===== src/rtl/fir_sink_feeder.sv =====
`default_nettype none
// ============================================================================
// Module      : fir_sink_feeder
// Description : Input-side companion to the FIR output saturator. Buffers
//               free-running ADC samples and feeds them to the FIR
//               Avalon-ST sink under ready backpressure. When the requested
//               filter select changes, it drains the FIR delay line with
//               zero samples and then publishes the new select atomically
//               on sel_active.
// Config      : FIR_SINK_FEEDER_FLUSH_EN
//                 defined   - FLUSH_LEN zero samples are emitted before each
//                             select switch.
//                 undefined - the select switch costs one bubble cycle and
//                             no zeros are emitted. FLUSH_LEN is unused.
// Ports       : clk               rising-edge clock
//               reset             asynchronous active-high reset
//               sel               requested filter (0 flat,1 LP,2 BP,3 HP)
//               in_data/in_valid  ADC sample stream (cannot be stalled)
//               ovf_clr           clears the sticky overflow flag
//               ast_source_*      Avalon-ST source to FIR (ready latency 0),
//                                 error=01 marks the first sample after drops
//               sel_active        select currently applied downstream
//               flushing          high while flushing or switching select
//               overflow          sticky: at least one sample was dropped
// Revision    : 1.0 - initial release
// ============================================================================
module fir_sink_feeder #(
  parameter int DATA_WIDTH = 12,
  parameter int FIFO_DEPTH = 8,
  parameter int FLUSH_LEN  = 64
) (
  input  logic                  clk,
  input  logic                  reset,
  input  logic [1:0]            sel,
  input  logic [DATA_WIDTH-1:0] in_data,
  input  logic                  in_valid,
  input  logic                  ovf_clr,
  output logic [DATA_WIDTH-1:0] ast_source_data,
  output logic                  ast_source_valid,
  input  logic                  ast_source_ready,
  output logic [1:0]            ast_source_error,
  output logic [1:0]            sel_active,
  output logic                  flushing,
  output logic                  overflow
);

  localparam int PTR_W = (FIFO_DEPTH > 1) ? $clog2(FIFO_DEPTH) : 1;
  localparam int CNT_W = PTR_W + 1;
  localparam logic [CNT_W-1:0] DEPTH_C = CNT_W'(FIFO_DEPTH);

  localparam logic [1:0] ST_RUN    = 2'd0;
`ifdef FIR_SINK_FEEDER_FLUSH_EN
  localparam logic [1:0] ST_FLUSH  = 2'd1;
`endif
  localparam logic [1:0] ST_SWITCH = 2'd2;

  // Reject parameterisations the pointer arithmetic cannot support.
  if (FIFO_DEPTH < 2 || (FIFO_DEPTH & (FIFO_DEPTH - 1)) != 0 ||
      FLUSH_LEN < 1 || DATA_WIDTH < 1) begin : g_param_check
    $error("fir_sink_feeder: invalid parameterisation");
  end

  logic [1:0]          state;
  logic [1:0]          state_nxt;
  // Each entry stores {dropped-before flag, sample}.
  logic [DATA_WIDTH:0] mem [FIFO_DEPTH];
  logic [PTR_W-1:0]    wr_ptr;
  logic [PTR_W-1:0]    rd_ptr;
  logic [CNT_W-1:0]    count;
  logic                pending_err;

  logic                head_valid;
  logic                xfer;
  logic                pop;
  logic                push;
  logic                drop;
  logic                sel_change;

  // The FIFO head is the output stage: a sample written into an empty FIFO
  // is presented on the very next cycle, and it counts toward FIFO_DEPTH.
  assign head_valid = (state == ST_RUN) && (count != '0);
  assign xfer       = ast_source_valid && ast_source_ready;
  assign pop        = head_valid && ast_source_ready;
  assign push       = in_valid && ((count != DEPTH_C) || pop);
  assign drop       = in_valid && !push;

  // Only leave RUN when nothing is left pending on the output, so a
  // presented sample is never withdrawn.
  assign sel_change = (state == ST_RUN) && (sel != sel_active) &&
                      (!ast_source_valid || xfer);

  assign ast_source_data  = head_valid ? mem[rd_ptr][DATA_WIDTH-1:0] : '0;
  assign ast_source_error = head_valid ? {1'b0, mem[rd_ptr][DATA_WIDTH]} : 2'b00;
  assign flushing         = (state != ST_RUN);

`ifdef FIR_SINK_FEEDER_FLUSH_EN
  localparam int FCNT_W = (FLUSH_LEN > 1) ? $clog2(FLUSH_LEN) : 1;
  localparam logic [FCNT_W-1:0] FLUSH_LAST = FCNT_W'(FLUSH_LEN - 1);

  logic [FCNT_W-1:0] flush_cnt;

  // Flush zeros are driven continuously; data/error stay at zero.
  assign ast_source_valid = head_valid || (state == ST_FLUSH);

  always_ff @(posedge clk or posedge reset) begin
    if (reset) begin
      flush_cnt <= '0;
    end else if ((state == ST_FLUSH) && xfer) begin
      // Returns to zero on the final zero, ready for the next flush.
      flush_cnt <= (flush_cnt == FLUSH_LAST) ? '0 : flush_cnt + 1'b1;
    end
  end
`else
  assign ast_source_valid = head_valid;
`endif

  // --------------------------------------------------------------------------
  // Control FSM
  // --------------------------------------------------------------------------
  always_comb begin
    state_nxt = state;
    case (state)
      ST_RUN: begin
        if (sel_change) begin
`ifdef FIR_SINK_FEEDER_FLUSH_EN
          state_nxt = ST_FLUSH;
`else
          state_nxt = ST_SWITCH;
`endif
        end
      end
`ifdef FIR_SINK_FEEDER_FLUSH_EN
      ST_FLUSH: begin
        if (xfer && (flush_cnt == FLUSH_LAST)) begin
          state_nxt = ST_SWITCH;
        end
      end
`endif
      ST_SWITCH: state_nxt = ST_RUN;
      default:   state_nxt = ST_RUN;
    endcase
  end

  always_ff @(posedge clk or posedge reset) begin
    if (reset) begin
      state      <= ST_RUN;
      sel_active <= 2'd0;
    end else begin
      state <= state_nxt;
      // Latest requested select is taken here, even if it changed again
      // during the flush (possibly back to the old value).
      if (state == ST_SWITCH) begin
        sel_active <= sel;
      end
    end
  end

  // --------------------------------------------------------------------------
  // Sample FIFO
  // --------------------------------------------------------------------------
  always_ff @(posedge clk) begin
    if (push) begin
      mem[wr_ptr] <= {pending_err, in_data};
    end
  end

  always_ff @(posedge clk or posedge reset) begin
    if (reset) begin
      wr_ptr <= '0;
      rd_ptr <= '0;
      count  <= '0;
    end else begin
      if (push) begin
        wr_ptr <= wr_ptr + 1'b1;
      end
      if (pop) begin
        rd_ptr <= rd_ptr + 1'b1;
      end
      case ({push, pop})
        2'b10:   count <= count + 1'b1;
        2'b01:   count <= count - 1'b1;
        default: count <= count;
      endcase
    end
  end

  // --------------------------------------------------------------------------
  // Drop tracking: the flag rides on the next sample that gets in.
  // --------------------------------------------------------------------------
  always_ff @(posedge clk or posedge reset) begin
    if (reset) begin
      overflow    <= 1'b0;
      pending_err <= 1'b0;
    end else begin
      if (drop) begin
        overflow <= 1'b1;
      end else if (ovf_clr) begin
        overflow <= 1'b0;
      end

      if (drop) begin
        pending_err <= 1'b1;
      end else if (push) begin
        pending_err <= 1'b0;
      end
    end
  end

endmodule
`default_nettype wire


===== config.mk =====
export PLATFORM = sky130hd
export DESIGN_NAME = fir_sink_feeder
export DESIGN_NICKNAME = d
export VERILOG_FILES = /design/src/rtl/fir_sink_feeder.sv
export SDC_FILE = /design/constraint.sdc
export NUM_CORES = 1
export LEC_CHECK = 0
export CORE_MARGIN = 2
export CORE_UTILIZATION = 60
export CTS_CLUSTER_DIAMETER = 150
export DETAILED_ROUTE_END_ITERATION = 16
export PLACE_DENSITY = 0.82
export SYNTH_ARGS = -nofsm -noshare
export SYNTH_HDL_FRONTEND = slang
export SYNTH_SLANG_ARGS = --single-unit

===== constraint.sdc =====
create_clock -name clk -period 6.1 [get_ports clk]
set_input_delay 1.83 -clock clk [delete_from_list [all_inputs] [get_ports clk]]
set_output_delay 1.83 -clock clk [all_outputs]
set_load 0.1 [all_outputs]

==> key figures <==
Outcome
  • Status: complete, no violations

Layout
  • Finished Cell Area: 5927 um^2
  • ANT cells: 0
  • Area grow syn2layout: 22.40%
  • Layout cells sized above 1: 0.3036
  • Fin cells: 405
  • Post-layout nets: 315

Placed design
  • Placed cells: 374
  • Final HPWL DP: 5317 um
  • Port-buffer cells: 36
  • Pre-CTS worst setup slack: 1.438 ns
  • GPL Wtd Cong: 0.7409
  • DP Area: 5361 um^2

Floorplan
  • Die Height: 93.84 um
  • IO Count: 38
  • Die Width: 93.84 um
  • Core Area: 7767 um^2
  • Die ar.: 8805 um^2
  • Starting Density: 0.6234
  • Core Rows: 32

Timing
  • Setup TNS: 0 ns
  • Final worst slack: 0.9484 ns
  • Fmax: 0.1941 GHz
  • Worst-margin pin slew: 1.002 ns
  • Clock skew: 0.006137 ns
  • Final Hold Vio Count: 0
  • Slew Viols, Final: 0
  • Min Tclk post-route: 5.152 ns
  • RSZ-0062 raised after global routing: false
  • Slew headroom: 0.3300
  • Fin crit share: 0.8445
  • Setup violators final: 0

Global routing
  • GR Util All Layers: 0.2360
  • Total grt overflow: 0
  • Largest net degree at the start of global routing: 29
  • Global-route wire length before repair: 14380 um
  • Vias in the first global route: 2568
  • Initial antenna violation count: 0

Critical path
  • Max FO, Critical Path: 28
  • Worst Path Required: 4.27 ns
  • Crit start category: flip-flop
  • Crit end category: primary output
  • Arrival @ worst endpoint: 3.32 ns
  • Crit Path Category: flip-flop to primary output

Routing
  • Antenna-violating nets left: 0
  • Detailed Route WL: 9339 um
  • Wirelength per Cell: 23.06 um
  • DR vias/cell: 6.190
  • # DRC: 0
  • 1st-iter DRT viols: 230
  • Initial DRT Pass Iterations: 5
  • DR vias: 2507

Synthesis
  • Synth Register Bits: 119
  • Count of cell types in the netlist: 44
  • Synth area leader: edfxtp_1
  • Most common cell in the netlist: edfxtp_1
  • Post-Syn Area: 4842 um^2
  • Post-synth top cells: edfxtp_1 (104), mux4_2 (26), dfrtp_1 (15)
  • Synth warn: 0
  • Fraction of registers with async set/reset: 0.1261
  • Yosys top cell area share: 0.6450
  • Gate Count Post-Synth: 240
  • EDFF count, synth: 104
  • Synth top area cells: edfxtp_1 (64%), mux4_2 (12%), dfrtp_1 (7.8%)
  • Syn_nets: 264
  • Main flop type after synthesis: edfxtp_1
  • Post-synthesis sequential area ratio: 0.7225
  • Syn avg cell area: 20.18 um^2

CTS
  • CTS Sinks: 119
  • Number of H-tree levels: 4
  • Clock Pin Slew Worst Setup and Hold Paths: 0.06 ns
  • Later-pin clock latency in the skew report: 0.51 ns
  • CTS Buf Count: 17
  • CTS Hold Bufs: 0
  • Postcts setup bufs: 0
  • CTS tree: built
  • CTS max path bufs: 2
  • Clk root buf: clkbuf_8
  • Post-cts sizing count: 0

Min path
  • Min-delay worst type: flip-flop to flip-flop

Job
  • Max_cap viols: 0
-- metal layers --
layer | global-route usage | routed length (um) | vias to the layer above
li1 | - | - | 1087
met3 | 0.07945 | 763 | 8
met5 | 0 | 0 | -
met4 | 0.07246 | 53 | 0
met2 | 0.3589 | 4693 | 130
met1 | 0.3295 | 3828 | 1282
-- state kept, by name, indices dropped and copies added (netlist names) --
signal	cells
count	4
mem	104
overflow	1
pending_err	1
rd_ptr	3
sel_active	2
state	1
wr_ptr	3
-- critical path, cell delays in order, from the launching register on --
cell             delay (ns)
dfrtp_2                0.97
mux4_2                 0.60
a22o_1                 0.24
clkdlybuf4s50_1        0.98
-- cell families (layout without fill, tap and decap cells) --
group / after synthesis / count (layout) / share of synthesized area
compound gates: 23 / 23 / 0.04057
xor+xnor: 9 / 9 / 0.01628
fa+ha+maj: 5 / 5 / 0.01292
buf+inv: 21 / 84 / 0.02532
flops: 119 / 119 / 0.7225
mux: 33 / 33 / 0.1369
other cells: 1 / 1 / 0.0007745
simple gates: 29 / 29 / 0.04471
-- worst paths after layout --
kind,to,slack [ns],from,cells past startpoint
max,ast_source_data[11],0.95,rd_ptr[0],3
min,overflow,0.52,overflow,1
max reg2reg,count[3],3.46,count[0],6
min reg2reg,overflow,0.52,overflow,1
max in group asynchronous,rd_ptr[0],3.98,reset,2
min in group asynchronous,sel_active[1],1.69,reset,2
-- layout make-up --
type / count / area [um^2]
flip-flops and latches: 119 / 3500
fillers: 415 / 1841
multi-input cells: 100 / 1269
repair buffers: 47 / 442.9
clock buffers: 17 / 414.1
clock inverters: 14 / 151.4
well taps: 102 / 127.6
inverters: 6 / 22.52
-- placed cells by master, fill, tap and decap left out, drive strengths merged, types with 2 or more instances in the layout --
cell           count
dfrtp             15
inv                8
clkinv             8
xnor2              4
bufinv             2
a22o              14
clkdlybuf4s50     36
edfxtp           104
clkbuf            17
ha                 5
nand2b             2
xor2               5
nand2              3
nor3b              3
mux2               6
nor4b              3
buf               11
nor4               4
nor2               4
nor3               3
clkinvlp           2
a31oi              2
mux4              26
-- through the flow --
stage / hold slack (ns) / utilization
2_1_floorplan: 0.4728 / -
3_3_place_gp: 0.4862 / 0.6902
3_5_place_dp: 0.4933 / 0.6902
4_1_cts: 0.5233 / 0.7630
5_1_grt: 0.5501 / 0.7630
6_report: 0.5241 / 0.7630
Power is not shown: default switching activity piles up to over one toggle a cycle in this logic, so the estimate is an artifact.
